`src/rtl/decode_sequencer.sv`:
```
`default_nettype none
// +----------------------------------------------------------------------------+
// | decode_sequencer : instruction classify + 2-entry skid FIFO + halt/flush   |
// | Revision 1.0                                                               |
// +----------------------------------------------------------------------------+

package op_pkg;
    typedef enum logic [3:0] {
        OPCODE_NOP   = 4'd0,
        OPCODE_ADD   = 4'd1,
        OPCODE_SUB   = 4'd2,
        OPCODE_LDUR  = 4'd3,
        OPCODE_STUR  = 4'd4,
        OPCODE_B     = 4'd5,
        OPCODE_BL    = 4'd6,
        OPCODE_CBZ   = 4'd7,
        OPCODE_HLT   = 4'd8,
        OPCODE_ERROR = 4'd9
    } opcode_t;

    // Instruction opcode lookup; any word not recognised is OPCODE_ERROR.
    function automatic opcode_t istable(input logic [31:0] insn);
        opcode_t op;
        op = OPCODE_ERROR;
        if (insn == 32'hD503_201F)                                    op = OPCODE_NOP;
        else if (insn[31:24] == 8'h91)                                op = OPCODE_ADD;
        else if (insn[31:24] == 8'h8B && !insn[21])                   op = OPCODE_ADD;
        else if (insn[31:24] == 8'hD1)                                op = OPCODE_SUB;
        else if (insn[31:24] == 8'hCB && !insn[21])                   op = OPCODE_SUB;
        else if (insn[31:21] == 11'h7C2 && insn[11:10] == 2'b00)      op = OPCODE_LDUR;
        else if (insn[31:21] == 11'h7C0 && insn[11:10] == 2'b00)      op = OPCODE_STUR;
        else if (insn[31:26] == 6'b000101)                            op = OPCODE_B;
        else if (insn[31:26] == 6'b100101)                            op = OPCODE_BL;
        else if (insn[31:24] == 8'hB4)                                op = OPCODE_CBZ;
        else if (insn[31:21] == 11'h6A2 && insn[4:0] == 5'd0)         op = OPCODE_HLT;
        return op;
    endfunction
endpackage

module decode_sequencer
    import op_pkg::*;
#(
    parameter int PC_WIDTH  = 64,
    parameter int CNT_WIDTH = 32
) (
    input  logic                 clk_in,
    input  logic                 rst_N_in,
    input  logic                 fetch_valid_in,
    output logic                 fetch_ready_out,
    input  logic [31:0]          fetch_insn_in,
    input  logic [PC_WIDTH-1:0]  fetch_pc_in,
    input  logic                 flush_in,
    output logic                 dec_valid_out,
    input  logic                 dec_ready_in,
    output opcode_t              dec_op_out,
    output logic [31:0]          dec_insn_out,
    output logic [PC_WIDTH-1:0]  dec_pc_out,
    output logic                 halted_out,
    output logic [CNT_WIDTH-1:0] decoded_count_out
);

    typedef enum logic [1:0] {
        ST_RUN    = 2'd0,
        ST_DRAIN  = 2'd1,
        ST_HALTED = 2'd2
    } state_t;

    state_t                state_q, state_d;
    logic [1:0]            occ_q, occ_d;
    opcode_t               op0_q, op0_d, op1_q, op1_d;
    logic [31:0]           insn0_q, insn0_d, insn1_q, insn1_d;
    logic [PC_WIDTH-1:0]   pc0_q, pc0_d, pc1_q, pc1_d;
    logic                  halt0_q, halt0_d, halt1_q, halt1_d;
    logic [CNT_WIDTH-1:0]  count_q, count_d;

    opcode_t new_op;
    logic    new_halt;
    logic    push;
    logic    pop;

    assign new_op          = istable(fetch_insn_in);
    assign new_halt        = (new_op == OPCODE_HLT) || (new_op == OPCODE_ERROR);
    assign fetch_ready_out = (state_q == ST_RUN) && (occ_q != 2'd2) && !flush_in;
    assign push            = fetch_valid_in && fetch_ready_out;
    assign pop             = (occ_q != 2'd0) && dec_ready_in;

    assign dec_valid_out     = (occ_q != 2'd0);
    assign dec_op_out        = op0_q;
    assign dec_insn_out      = insn0_q;
    assign dec_pc_out        = pc0_q;
    assign halted_out        = (state_q == ST_HALTED);
    assign decoded_count_out = count_q;

    // Slot 0 is always the head; slot 1 shifts down when the head leaves.
    always_comb begin
        occ_d   = occ_q;
        op0_d   = op0_q;
        insn0_d = insn0_q;
        pc0_d   = pc0_q;
        halt0_d = halt0_q;
        op1_d   = op1_q;
        insn1_d = insn1_q;
        pc1_d   = pc1_q;
        halt1_d = halt1_q;
        if (flush_in) begin
            occ_d   = 2'd0;
            halt0_d = 1'b0;
            halt1_d = 1'b0;
        end else begin
            case ({push, pop})
                2'b10: begin
                    occ_d = occ_q + 2'd1;
                    if (occ_q == 2'd0) begin
                        op0_d   = new_op;
                        insn0_d = fetch_insn_in;
                        pc0_d   = fetch_pc_in;
                        halt0_d = new_halt;
                    end else begin
                        op1_d   = new_op;
                        insn1_d = fetch_insn_in;
                        pc1_d   = fetch_pc_in;
                        halt1_d = new_halt;
                    end
                end
                2'b01: begin
                    occ_d = occ_q - 2'd1;
                    if (occ_q == 2'd2) begin
                        op0_d   = op1_q;
                        insn0_d = insn1_q;
                        pc0_d   = pc1_q;
                        halt0_d = halt1_q;
                    end
                    halt1_d = 1'b0;
                end
                2'b11: begin
                    // Only reachable at occupancy 1: the new word replaces the head.
                    op0_d   = new_op;
                    insn0_d = fetch_insn_in;
                    pc0_d   = fetch_pc_in;
                    halt0_d = new_halt;
                end
                default: ;
            endcase
        end
    end

    always_comb begin
        state_d = state_q;
        count_d = count_q;
        if (pop && !(&count_q)) begin
            count_d = count_q + {{(CNT_WIDTH-1){1'b0}}, 1'b1};
        end
        case (state_q)
            ST_RUN: begin
                if (push && new_halt) state_d = ST_DRAIN;
            end
            ST_DRAIN: begin
                if (flush_in)             state_d = ST_RUN;
                else if (pop && halt0_q)  state_d = ST_HALTED;
            end
            ST_HALTED: state_d = ST_HALTED;
            default:   state_d = ST_RUN;
        endcase
    end

    always_ff @(posedge clk_in or negedge rst_N_in) begin
        if (!rst_N_in) begin
            state_q <= ST_RUN;
            occ_q   <= 2'd0;
            op0_q   <= OPCODE_NOP;
            insn0_q <= '0;
            pc0_q   <= '0;
            halt0_q <= 1'b0;
            op1_q   <= OPCODE_NOP;
            insn1_q <= '0;
            pc1_q   <= '0;
            halt1_q <= 1'b0;
            count_q <= '0;
        end else begin
            state_q <= state_d;
            occ_q   <= occ_d;
            op0_q   <= op0_d;
            insn0_q <= insn0_d;
            pc0_q   <= pc0_d;
            halt0_q <= halt0_d;
            op1_q   <= op1_d;
            insn1_q <= insn1_d;
            pc1_q   <= pc1_d;
            halt1_q <= halt1_d;
            count_q <= count_d;
        end
    end

endmodule

`default_nettype wire

```
`config.mk`:
```
export PLATFORM = sky130hd
export DESIGN_NAME = decode_sequencer
export DESIGN_NICKNAME = d
export VERILOG_FILES = /design/src/rtl/decode_sequencer.sv
export SDC_FILE = /design/constraint.sdc
export NUM_CORES = 1
export LEC_CHECK = 0
export BUFFER_PORTS_ARGS = -buffer_cell sky130_fd_sc_hd__clkbuf_2
export CORE_ASPECT_RATIO = 0.75
export CORE_MARGIN = 2
export CORE_UTILIZATION = 50
export CTS_CLUSTER_SIZE = 30
export DETAILED_ROUTE_END_ITERATION = 8
export PLACE_DENSITY = 0.75
export SYNTH_ARGS = -nofsm -noshare
export SYNTH_HDL_FRONTEND = slang
export SYNTH_SLANG_ARGS = --single-unit
```
`constraint.sdc`:
```
create_clock -name clk_in -period 2.2 [get_ports clk_in]
set_input_delay 0.66 -clock clk_in [delete_from_list [all_inputs] [get_ports clk_in]]
set_output_delay 0.66 -clock clk_in [all_outputs]
set_load 0.02 [all_outputs]
```
==> key figures, run 1 <==
Synth
  • Mapped cell area: 10460 um^2
  • Syn. warnings: 0
  • Post-synthesis cell type count: 60
  • Cells after Synth: 875
  • Asr flop ratio synth: 1.000
  • Syn_nets: 977
  • Synth Area per Inst: 11.95 um^2
  • Sequential area share after synthesis: 0.5697
  • Number of synthesized flops with an enable pin: 0
  • #FFs+latches synth: 238
  • Ys flop type: dfrtp_1

Clock tree
  • H-tree depth: 1
  • Clock slew at reported path FFs: 0.06 ns
  • Clk_lat worst skew: 0.51 ns
  • CTS tree: built
  • CTS buffer count: 23
  • Clk buf depth: 3
  • CTS Root Cell: clkbuf_16
  • Clock Sinks: 238

Global routing
  • First-pass GRT wire length: 39400 um
  • GR Overflow Total: 0
  • Initial antenna violation count: 1
  • Largest net degree at the start of global routing: 60
  • Vias in the first global route: 7348
  • GRT Overall Usage: 0.2238

Critical path
  • Critical path launch point: occ_q[1]
  • Worst r2r src: decoded_count_out[9]
  • Maximum fanout along the worst path: 7
  • Crit path kind: flip-flop to output pin
  • CP Data Required Time: 1.54 ns
  • Startpoint Class: flip-flop
  • Critical Path AT: 1.48 ns
  • CP endpoint kind: output pin

Power
  • Part of the power in registers: 0.460
  • P_sw: 3.740 mW
  • Switching Share: 0.2955
  • Logic pwr share: 0.211
  • Peak supply drop: 0.6566 mV
  • Clk pwr share: 0.329
  • Internal power: 8.917 mW
  • Leak: 6.352 nW
  • PD cells: 953.3 nW/um^2

Floorplanning
  • Die Wd: 171.0 um
  • Starting density of the core: 0.5130
  • Die height: 129.2 um
  • Die area: 22100 um^2
  • FP Rows: 45
  • I/O pin count: 236
  • Core footprint: 20380 um^2

Detailed routing
  • Vias per cell: 5.322
  • Drt pass-1 iters: 7
  • Max Used Layer: met5
  • DRC: 0
  • WL per Instance: 17.10 um
  • Routed wl met3: 2095 um
  • M1 wire length: 11320 um
  • Met2 wire len: 10880 um
  • DRT iter0 DRCs: 520
  • Vias: 7680
  • Drt total wl: 24670 um
  • DRT antenna net count: 0

Worst hold path
  • Worst hold-check path type: input port to asynchronous set/reset pin

Timing
  • F_max: 468.1 MHz
  • Relative slew slack: 0.6199
  • Final Hold Viols: 0
  • Skew final: 0.02048 ns
  • Final period utilization: 0.9710
  • Crit path time final: 2.136 ns
  • Final Max Tran Viols: 0
  • RSZ-0062 raised after global routing: true
  • Hold_ws: 0.1012 ns
  • # setup viols final: 0
  • Setup TNS: 0 ns
  • Worst-Margin Slew: 0.5650 ns

Finish
  • Layout cells sized above 1: 0.3842
  • Layout net count: 1246
  • Non-filler instance count after layout: 1443
  • FILL cells: 1603
  • Antenna Cells: 0
  • Area growth from synthesis to layout: 27.00%

Place
  • PortBufs: 235
  • Final GP Congestion: 0.9179
  • Hpwl dp: 17910 um
  • Cells after DPL: 1401

Outcome
  • Status: finished clean

Job
  • MaxCap Viol Count: 0
stage by stage:
step                      instance area, um^2  setup WS, ns  utilization  power (mW)
after global routing                    13280      -0.01539       0.6514       13.32
after CTS                               13270       0.01556       0.6513       12.78
after detailed placement                12460       -0.2894       0.6113       8.595
after global placement                  12460       -0.2852       0.6113       8.462
after floorplan                         10460       0.08740            -       7.367
final                                   13280       0.06384       0.6514       12.66
synth_stat cells (3+ instances only):
master | number | share of area
buf_2 | 20 | 0.0096
nand4b_1 | 5 | 0.0042
dfrtp_1 | 238 | 0.57
and2_1 | 5 | 0.0030
nor2_1 | 13 | 0.0047
nand2b_1 | 3 | 0.0018
xnor2_1 | 24 | 0.020
nand2_1 | 117 | 0.042
a21oi_1 | 8 | 0.0038
clkbuf_1 | 22 | 0.0079
or4_1 | 3 | 0.0022
nand3b_1 | 4 | 0.0029
nand3_1 | 18 | 0.0086
nand4_1 | 13 | 0.0078
buf_6 | 6 | 0.0065
o21a_1 | 3 | 0.0022
xor2_1 | 5 | 0.0042
inv_1 | 3 | 0.0011
and3_1 | 3 | 0.0018
o21ai_0 | 106 | 0.051
or4bb_1 | 4 | 0.0043
nor3_1 | 9 | 0.0043
mux2i_1 | 97 | 0.093
nor4_1 | 7 | 0.0042
mux2_2 | 96 | 0.10
final timing paths:
check,endpoint,slack [ns],cells past startpoint
setup / recovery,dec_valid_out,0.06,2
hold / removal,insn1_q[15],0.10,1
setup reg to reg,decoded_count_out[30],0.17,5
hold reg to reg,dec_pc_out[32],0.48,2
max in group asynchronous,occ_q[1],1.42,2
min in group clk_in,pc1_q[45],0.39,2
sequential cells by signal, summed over array words and instances, names as in the netlist:
signal / flops
dec_pc_out: 64
pc1_q: 64
dec_insn_out: 32
decoded_count_out: 32
insn1_q: 32
dec_op_out: 4
op1_q: 4
occ_q: 2
state_q: 2
halt0_q: 1
halt1_q: 1
worst max-delay path: stages, from the launching register on:
cell	delay (ns)
dfrtp_2	0.46
or2_2	0.33
clkbuf_2	0.19
layout make-up:
class | instances | area, um^2 | share of cell area
Sequential cell | 238 | 5958 | 0.4487
Multi-Input combinational cell | 586 | 4270 | 0.3216
Clock buffer | 34 | 686.9 | 0.05173
Clock inverter | 8 | 118.9 | 0.008952
Tap cell | 282 | 352.8 | 0.02657
Timing Repair Buffer | 292 | 1879 | 0.1415
Inverter | 3 | 11.26 | 0.0008481
routing by layer:
metal / track usage / vias up
li1: - / 3661
met1: 0.3251 / 3753
met2: 0.3387 / 234
met3: 0.06872 / 30
met4: 0.03739 / 2
met5: 0 / -
layout by cell type, fill, tap and decap left out, types with 3 or more instances in the layout:
cell type / Yosys / routed
dfrtp_1: 238 / 236
clkbuf_2: 0 / 233
nand2_1: 117 / 117
o21ai_0: 106 / 106
mux2i_1: 97 / 97
mux2_2: 96 / 96
buf_4: 0 / 36
xnor2_1: 24 / 24
clkbuf_16: 0 / 23
buf_12: 0 / 21
nand3_1: 18 / 18
nand4_1: 13 / 13
nor2_1: 13 / 13
nor3_1: 9 / 9
a21oi_1: 8 / 8
nor4_1: 7 / 7
clkbuf_8: 0 / 7
and2_1: 5 / 5
nand4b_1: 5 / 5
xor2_1: 5 / 5
nand3b_1: 4 / 4
or4bb_1: 4 / 4
clkbuf_1: 22 / 4
clkinv_2: 0 / 4
or4_1: 3 / 3
inv_1: 3 / 3
o21a_1: 3 / 3
and3_1: 3 / 3
bufinv_16: 0 / 3
timing repair:
| action | 4_1_cts | 5_1_grt |
|---|---|---|
| endpoints found under the setup margin | 1 | 2 |
| setup buffers | 0 | 0 |
| resized for setup | 3 | 3 |
| hold buffers | 0 | 0 |
power by group through the flow:
stage          Combinational (mW)  Clock (mW)  Sequential, mW
5_1_grt                      2.95        4.44            5.93
3_3_place_gp                 2.62           0            5.84
4_1_cts                      2.71        4.24            5.82
2_1_floorplan               0.939           0            6.43
3_5_place_dp                 2.70           0            5.89
6_report                     2.67        4.17            5.82
kinds of logic after synthesis:
group	count (synthesis)	share of synthesized area
flip-flops	238	0.5697
AND/OR/NAND/NOR	225	0.1102
multiplexers	195	0.1984
AO/OA/AOI/OAI	136	0.07121
buffers and inverters	51	0.02501
XOR/XNOR	29	0.02429
adder cells (fa/ha/maj)	1	0.001197
(Power assumes the default switching activity.)
==> run 2, diff against run 1 <==
==> constraint.sdc (replaced) <==
create_clock -name clk_in -period 2.7 [get_ports clk_in]
set_input_delay 0.81 -clock clk_in [delete_from_list [all_inputs] [get_ports clk_in]]
set_output_delay 0.81 -clock clk_in [all_outputs]
set_load 0.02 [all_outputs]
==> run 2 against run 1 <==
  * Combinational power is 22% lower
  * Hold slack lost 0.032 ns
  * Die area unchanged
  * Wire length fell by 3.4%
  * Clock power is 17% lower
  * Register-to-register slack better by 0.41 ns
  * Sequential share of layout area rose by 1.5 points
  * Final area is 3.2% lower
==> key figures, run 2 (synthesis gave the netlist of run 1 again) <==
Global routing
  • Initial antenna violation count: 1
  • GR Overflow Total: 0
  • Largest net degree at the start of global routing: 103
  • Vias in the first global route: 7284
  • GRT Overall Usage: 0.2164
  • First-pass GRT wire length: 38320 um

Place
  • Hpwl dp: 16610 um
  • Dpl cell area: 12010 um^2
  • PortBufs: 235
  • Final GP Congestion: 0.8808

Clock tree
  • CTS Root Cell: clkbuf_16
  • H-tree depth: 1
  • Clock Sinks: 238
  • Clk_lat worst skew: 0.51 ns
  • Post-CTS sizing: 0
  • CTS tree: built
  • Hold_buf cts: 0
  • CTS buffer count: 25
  • Clock slew at reported path FFs: 0.06 ns
  • Post-CTS Setup Inserts: 0
  • Clk buf depth: 3

Power
  • P_sw: 3.052 mW
  • Part of the power in registers: 0.463
  • Leak: 6.120 nW
  • Logic pwr share: 0.202
  • Internal power: 7.220 mW
  • Switching Share: 0.2971
  • Power, Total: 10.27 mW
  • PD cells: 799.6 nW/um^2
  • Clk pwr share: 0.336
  • Peak supply drop: 0.5200 mV

Floorplanning
  • I/O pin count: 236
  • Die Wd: 171.0 um
  • FP Rows: 45
  • Die height: 129.2 um
  • Die area: 22100 um^2
  • Core footprint: 20380 um^2
  • Starting density of the core: 0.5130

Critical path
  • Crit path kind: input port to output pin
  • Reg2reg setup slack: 0.58 ns
  • Reg2reg end: decoded_count_out[30]
  • Startpoint Class: input port
  • Cell repeated most along the worst path: clkbuf_2
  • Worst R2R Path Depth: 6
  • Critical path cell sequence: clkbuf_2 -> nor3_4 -> and2_1 -> clkbuf_2
  • Slowest CP cell: nor3_4
  • CP endpoint kind: output pin
  • Worst path max stage delay: 0.35 ns
  • Worst r2r src: decoded_count_out[0]
  • Critical Path AT: 1.64 ns
  • Critical path launch point: flush_in
  • CP Data Required Time: 1.89 ns
  • Maximum fanout along the worst path: 5

Timing
  • Final Max Tran Viols: 0
  • F_max: 407.5 MHz
  • Crit path time final: 2.454 ns
  • Hold_ws: 0.06906 ns
  • Relative slew slack: 0.6083
  • Skew final: 0.01048 ns
  • RSZ-0062 raised after global routing: false
  • # setup viols final: 0
  • Setup TNS: 0 ns
  • Worst-Margin Slew: 0.5822 ns
  • Final Hold Viols: 0
  • Final period utilization: 0.9090

Finish
  • Area growth from synthesis to layout: 22.88%
  • Leading cell type in the layout, fill and taps excluded: dfrtp_1
  • Post-layout util: 0.6303
  • Fin area: 12850 um^2
  • Layout net count: 1207
  • Layout cells sized above 1: 0.3589
  • Most frequent cells in the layout: 238 x dfrtp_1, 234 x clkbuf_2, 117 x nand2_1

Worst hold path
  • Worst hold-check path type: input port to asynchronous set/reset pin

Outcome
  • Status: finished clean

Detailed routing
  • Drt pass-1 iters: 5
  • Vias: 7424
  • DRC: 0
  • DRT antenna net count: 0
  • WL per Instance: 16.96 um
  • Vias per cell: 5.280
  • DRT iter0 DRCs: 481
  • Drt total wl: 23850 um

Job
  • MaxCap Viol Count: 0
run 2: changes by cell type in the layout (fill, tap and decap cells not counted), moves of 2 or more:
cell / change
clkbuf_1: +2
clkbuf_16: +2
buf_12: -11
dfrtp_1: +2
dfrtp_2: -2
buf_4: -30
run 2: power groups by stage:
stage               clock network (mW)  logic (mW)  registers (mW)
finish                            3.45        2.07            4.75
global route                      3.70        2.29            4.85
CTS                               3.53        2.11            4.76
detailed placement                   0        2.10            4.81
global placement                     0        2.04            4.77
floorplan                            0       0.765            5.24
run 2: how the worst max path moves through the flow:
| stage | cells after the start | end |
|---|---|---|
| 2_1_floorplan | 5 | halt0_q |
| 3_3_place_gp | 7 | halt0_q |
| 3_5_place_dp | 7 | halt0_q |
| 4_1_cts | 3 | fetch_ready_out |
| 5_1_grt | 3 | fetch_ready_out |
| 6_report | 4 | fetch_ready_out |
run 2: per-layer routing:
metal / GRT usage / share of wire / up-vias
met1: 0.3065 / 0.46 / 3587
met2: 0.3264 / 0.43 / 221
met5: 0 / 0 / -
met3: 0.07300 / 0.089 / 39
li1: - / - / 3577
met4: 0.04686 / 0.018 / 0
run 2: area by class of cell:
| type | count | area, um^2 |
|---|---|---|
| flip-flops and latches | 238 | 5956 |
| clock buffers | 37 | 730.7 |
| diodes | 1 | 2.502 |
| fillers | 1628 | 7535 |
| inverters | 3 | 11.26 |
| repair buffers | 251 | 1431 |
| clock inverters | 8 | 100.1 |
| multi-input cells | 586 | 4263 |
| well taps | 282 | 352.8 |
run 2: stage by stage:
stage | std cells | setup WS, ns
floorplan | 875 | 0.4374
finish | 1406 | 0.2458
global placement | 1360 | 0.1683
global route | 1405 | 0.1540
CTS | 1405 | 0.2311
detailed placement | 1360 | 0.1149
run 2: critical path, delay by kind of cell:
| kind | cells | cell delay (ns) |
|---|---|---|
| simple gates | 2 | 0.53 |
| buf+inv | 2 | 0.30 |
==> run 3, diff against run 2 <==
--- a/config.mk
+++ b/config.mk
@@ -5,13 +5,15 @@
 export SDC_FILE = /design/constraint.sdc
 export NUM_CORES = 1
 export LEC_CHECK = 0
+export ABC_AREA = 1
+export ABC_CLOCK_PERIOD_IN_PS = 2700
 export BUFFER_PORTS_ARGS = -buffer_cell sky130_fd_sc_hd__clkbuf_2
 export CORE_ASPECT_RATIO = 0.75
 export CORE_MARGIN = 2
 export CORE_UTILIZATION = 50
 export CTS_CLUSTER_SIZE = 30
 export DETAILED_ROUTE_END_ITERATION = 8
-export PLACE_DENSITY = 0.75
+export PLACE_DENSITY = 0.74
 export SYNTH_ARGS = -nofsm -noshare
 export SYNTH_HDL_FRONTEND = slang
 export SYNTH_SLANG_ARGS = --single-unit
==> constraint.sdc (replaced) <==
create_clock -name clk_in -period 2.7 [get_ports clk_in]
set_input_delay 0.27 -clock clk_in [delete_from_list [all_inputs] [get_ports clk_in]]
set_output_delay 0.27 -clock clk_in [all_outputs]
set_load 0.02 [all_outputs]
==> run 3 against run 2 <==
  * First-iteration DRC count increased by 77%
  * Final area increased by 6.4%
  * Sequential share of layout area decreased by 2.8 points
  * Critical path type is now flip-flop to flip-flop
  * Maximum frequency increased by 22%
  * Area after synthesis increased by 5.2%
  * Largest power group unchanged
==> key figures, run 3 <==
Timing
  • Setup TNS: 0 ns
  • Skew final: 0.007332 ns
  • F_max: 499.0 MHz
  • Setup WS post-layout: 0.6961 ns
  • Final Hold Viols: 0
  • Final period utilization: 0.7422
  • Relative slew slack: 0.6383
  • # setup viols final: 0
  • Final Max Tran Viols: 0
  • Worst-Margin Slew: 0.5417 ns
  • Crit path time final: 2.004 ns
  • Hold_ws: 0.01367 ns
  • RSZ-0062 raised after global routing: false

Synth
  • Cells after Synth: 1365
  • Ys flop type: dfrtp_1
  • Post-synthesis cell type count: 27
  • Area leader, netlist: dfrtp_1
  • #FFs+latches synth: 238
  • Top cells by area in the synthesized netlist: dfrtp_1 54%, nand2_1 15%, o21ai_1 8.2%, o21ai_0 5.8%, inv_1 4.5%
  • Syn. warnings: 0
  • Post-synth top cells: 431 x nand2_1, 238 x dfrtp_1, 181 x o21ai_1, 133 x inv_1, 128 x o21ai_0
  • Syn_nets: 1467
  • Mapped cell area: 11000 um^2
  • Most common cell in the netlist: nand2_1
  • Sequential area share after synthesis: 0.5416
  • Synth Area per Inst: 8.056 um^2
  • Fraction of post-synthesis cell area in the top cell type by area: 0.5416
  • Asr flop ratio synth: 1.000
  • Number of synthesized flops with an enable pin: 0

Clock tree
  • Clock Sinks: 238
  • Post-CTS sizing: 0
  • Clk buf depth: 3
  • Clock slew at reported path FFs: 0.06 ns
  • H-tree depth: 1
  • Post-CTS Setup Inserts: 0
  • CTS buffer count: 25
  • Hold_buf cts: 49
  • CTS Root Cell: clkbuf_16
  • Clk_lat worst skew: 0.51 ns
  • CTS tree: built

Floorplanning
  • FP Rows: 46
  • Die area: 23210 um^2
  • I/O pin count: 236
  • Core footprint: 21350 um^2
  • Die height: 132.4 um
  • Die Wd: 175.2 um
  • Starting density of the core: 0.5150

Power
  • PD cells: 1050 nW/um^2
  • Power, Total: 14.35 mW
  • Peak supply drop: 0.5758 mV
  • Leak: 7.025 nW

Detailed routing
  • WL per Instance: 14.14 um
  • DRC: 0
  • Vias per cell: 4.984
  • Vias: 9580
  • DRT antenna net count: 0
  • Drt pass-1 iters: 5
  • DRT iter0 DRCs: 850
  • Drt total wl: 27180 um

Global routing
  • GR Overflow Total: 0
  • GRT Overall Usage: 0.2355
  • First-pass GRT wire length: 45350 um
  • Initial antenna violation count: 2
  • Vias in the first global route: 9066
  • Largest net degree at the start of global routing: 113

Critical path
  • CP endpoint kind: flip-flop
  • Critical path cell sequence: nor2_2 -> nor2_4 -> nand2_4 -> nand2_4 -> inv_2 -> buf_12 -> nand2_1 -> o21ai_0 -> o21ai_1
  • Slowest CP cell: dfrtp_1
  • Reg2reg setup slack: 0.70 ns
  • Critical Path AT: 2.38 ns
  • CP Data Required Time: 3.08 ns
  • Reg2reg end: dec_pc_out[33]
  • Startpoint Class: flip-flop
  • Delay-heaviest family, CP: simple AND/OR/NAND/NOR gates
  • Maximum fanout along the worst path: 90
  • Worst R2R Path Depth: 9
  • Critical path launch point: occ_q[0]
  • WP buf/inv: 2
  • Crit path kind: flip-flop to flip-flop
  • Cell repeated most along the worst path: nand2_4
  • Worst r2r src: occ_q[0]
  • Worst path max stage delay: 0.42 ns

Job
  • MaxCap Viol Count: 0

Place
  • Hpwl dp: 18580 um
  • PortBufs: 235
  • Dpl cell area: 12370 um^2
  • Pre-CTS setup slack: 0.7205 ns
  • Final GP Congestion: 0.9196
  • Cells after DPL: 1830

Finish
  • Post-layout util: 0.6400
  • Non-filler instance count after layout: 1922
  • Most frequent cells in the layout: 431 x nand2_1, 238 x dfrtp_1, 234 x clkbuf_2
  • Leading cell type in the layout, fill and taps excluded: nand2_1
  • Layout net count: 1720
  • Fin area: 13670 um^2
  • Antenna Cells: 0
  • Layout cells sized above 1: 0.1848
  • Area growth from synthesis to layout: 24.28%
  • FILL cells: 1831

Worst hold path
  • Min-Delay Endpoint: pc1_q[34]
  • Min-delay src: fetch_pc_in[34]
  • Worst hold-check path type: input port to flip-flop
  • WHS Path Cells: 3

Outcome
  • Status: finished clean
run 3: layout make-up:
type                            count  area [um^2]  area share
Sequential cell                   238         5956      0.4358
Multi-Input combinational cell    917         4145      0.3033
Timing Repair Buffer              295         1872      0.1370
Clock buffer                       35        703.2     0.05145
Inverter                          141        530.5     0.03882
Tap cell                          288        360.3     0.02637
Clock inverter                      8        100.1    0.007324
run 3: kinds of logic after synthesis:
logic type / Yosys count / synth area share
compound gates: 313 / 0.1430
fa+ha+maj: 1 / 0.001138
simple gates: 572 / 0.2070
buf+inv: 210 / 0.08260
xor+xnor: 31 / 0.02469
flops: 238 / 0.5416
run 3: how the worst max path moves through the flow:
stage	endpoint	depth (start not counted)
2_1_floorplan	decoded_count_out[8]	10
3_3_place_gp	dec_pc_out[3]	10
3_5_place_dp	dec_pc_out[16]	10
4_1_cts	decoded_count_out[20]	10
5_1_grt	dec_pc_out[33]	10
6_report	dec_pc_out[33]	9
run 3: power breakdown:
group	internal (mW)	total, mW	switching [mW]	leakage (nW)
logic	1.71	5.05	3.34	3.64
clock network	2.00	3.38	1.38	0.392
registers	5.08	5.92	0.841	2.99
run 3: worst reg2reg max path, stage by stage (launching register included):
cell and delay [ns]:
dfrtp_1 0.42, nor2_2 0.19, nor2_4 0.07, nand2_4 0.10, nand2_4 0.26, inv_2 0.16, buf_12 0.29, nand2_1 0.14
o21ai_0 0.14, o21ai_1 0.11
run 3: metal layers:
| layer | global-route usage | wire [um] | vias to the layer above |
|---|---|---|---|
| met5 | 0 | 13 | - |
| met4 | 0.05370 | 644 | 2 |
| met3 | 0.05402 | 1833 | 44 |
| met2 | 0.3563 | 11780 | 273 |
| met1 | 0.3468 | 12910 | 4434 |
| li1 | - | - | 4827 |
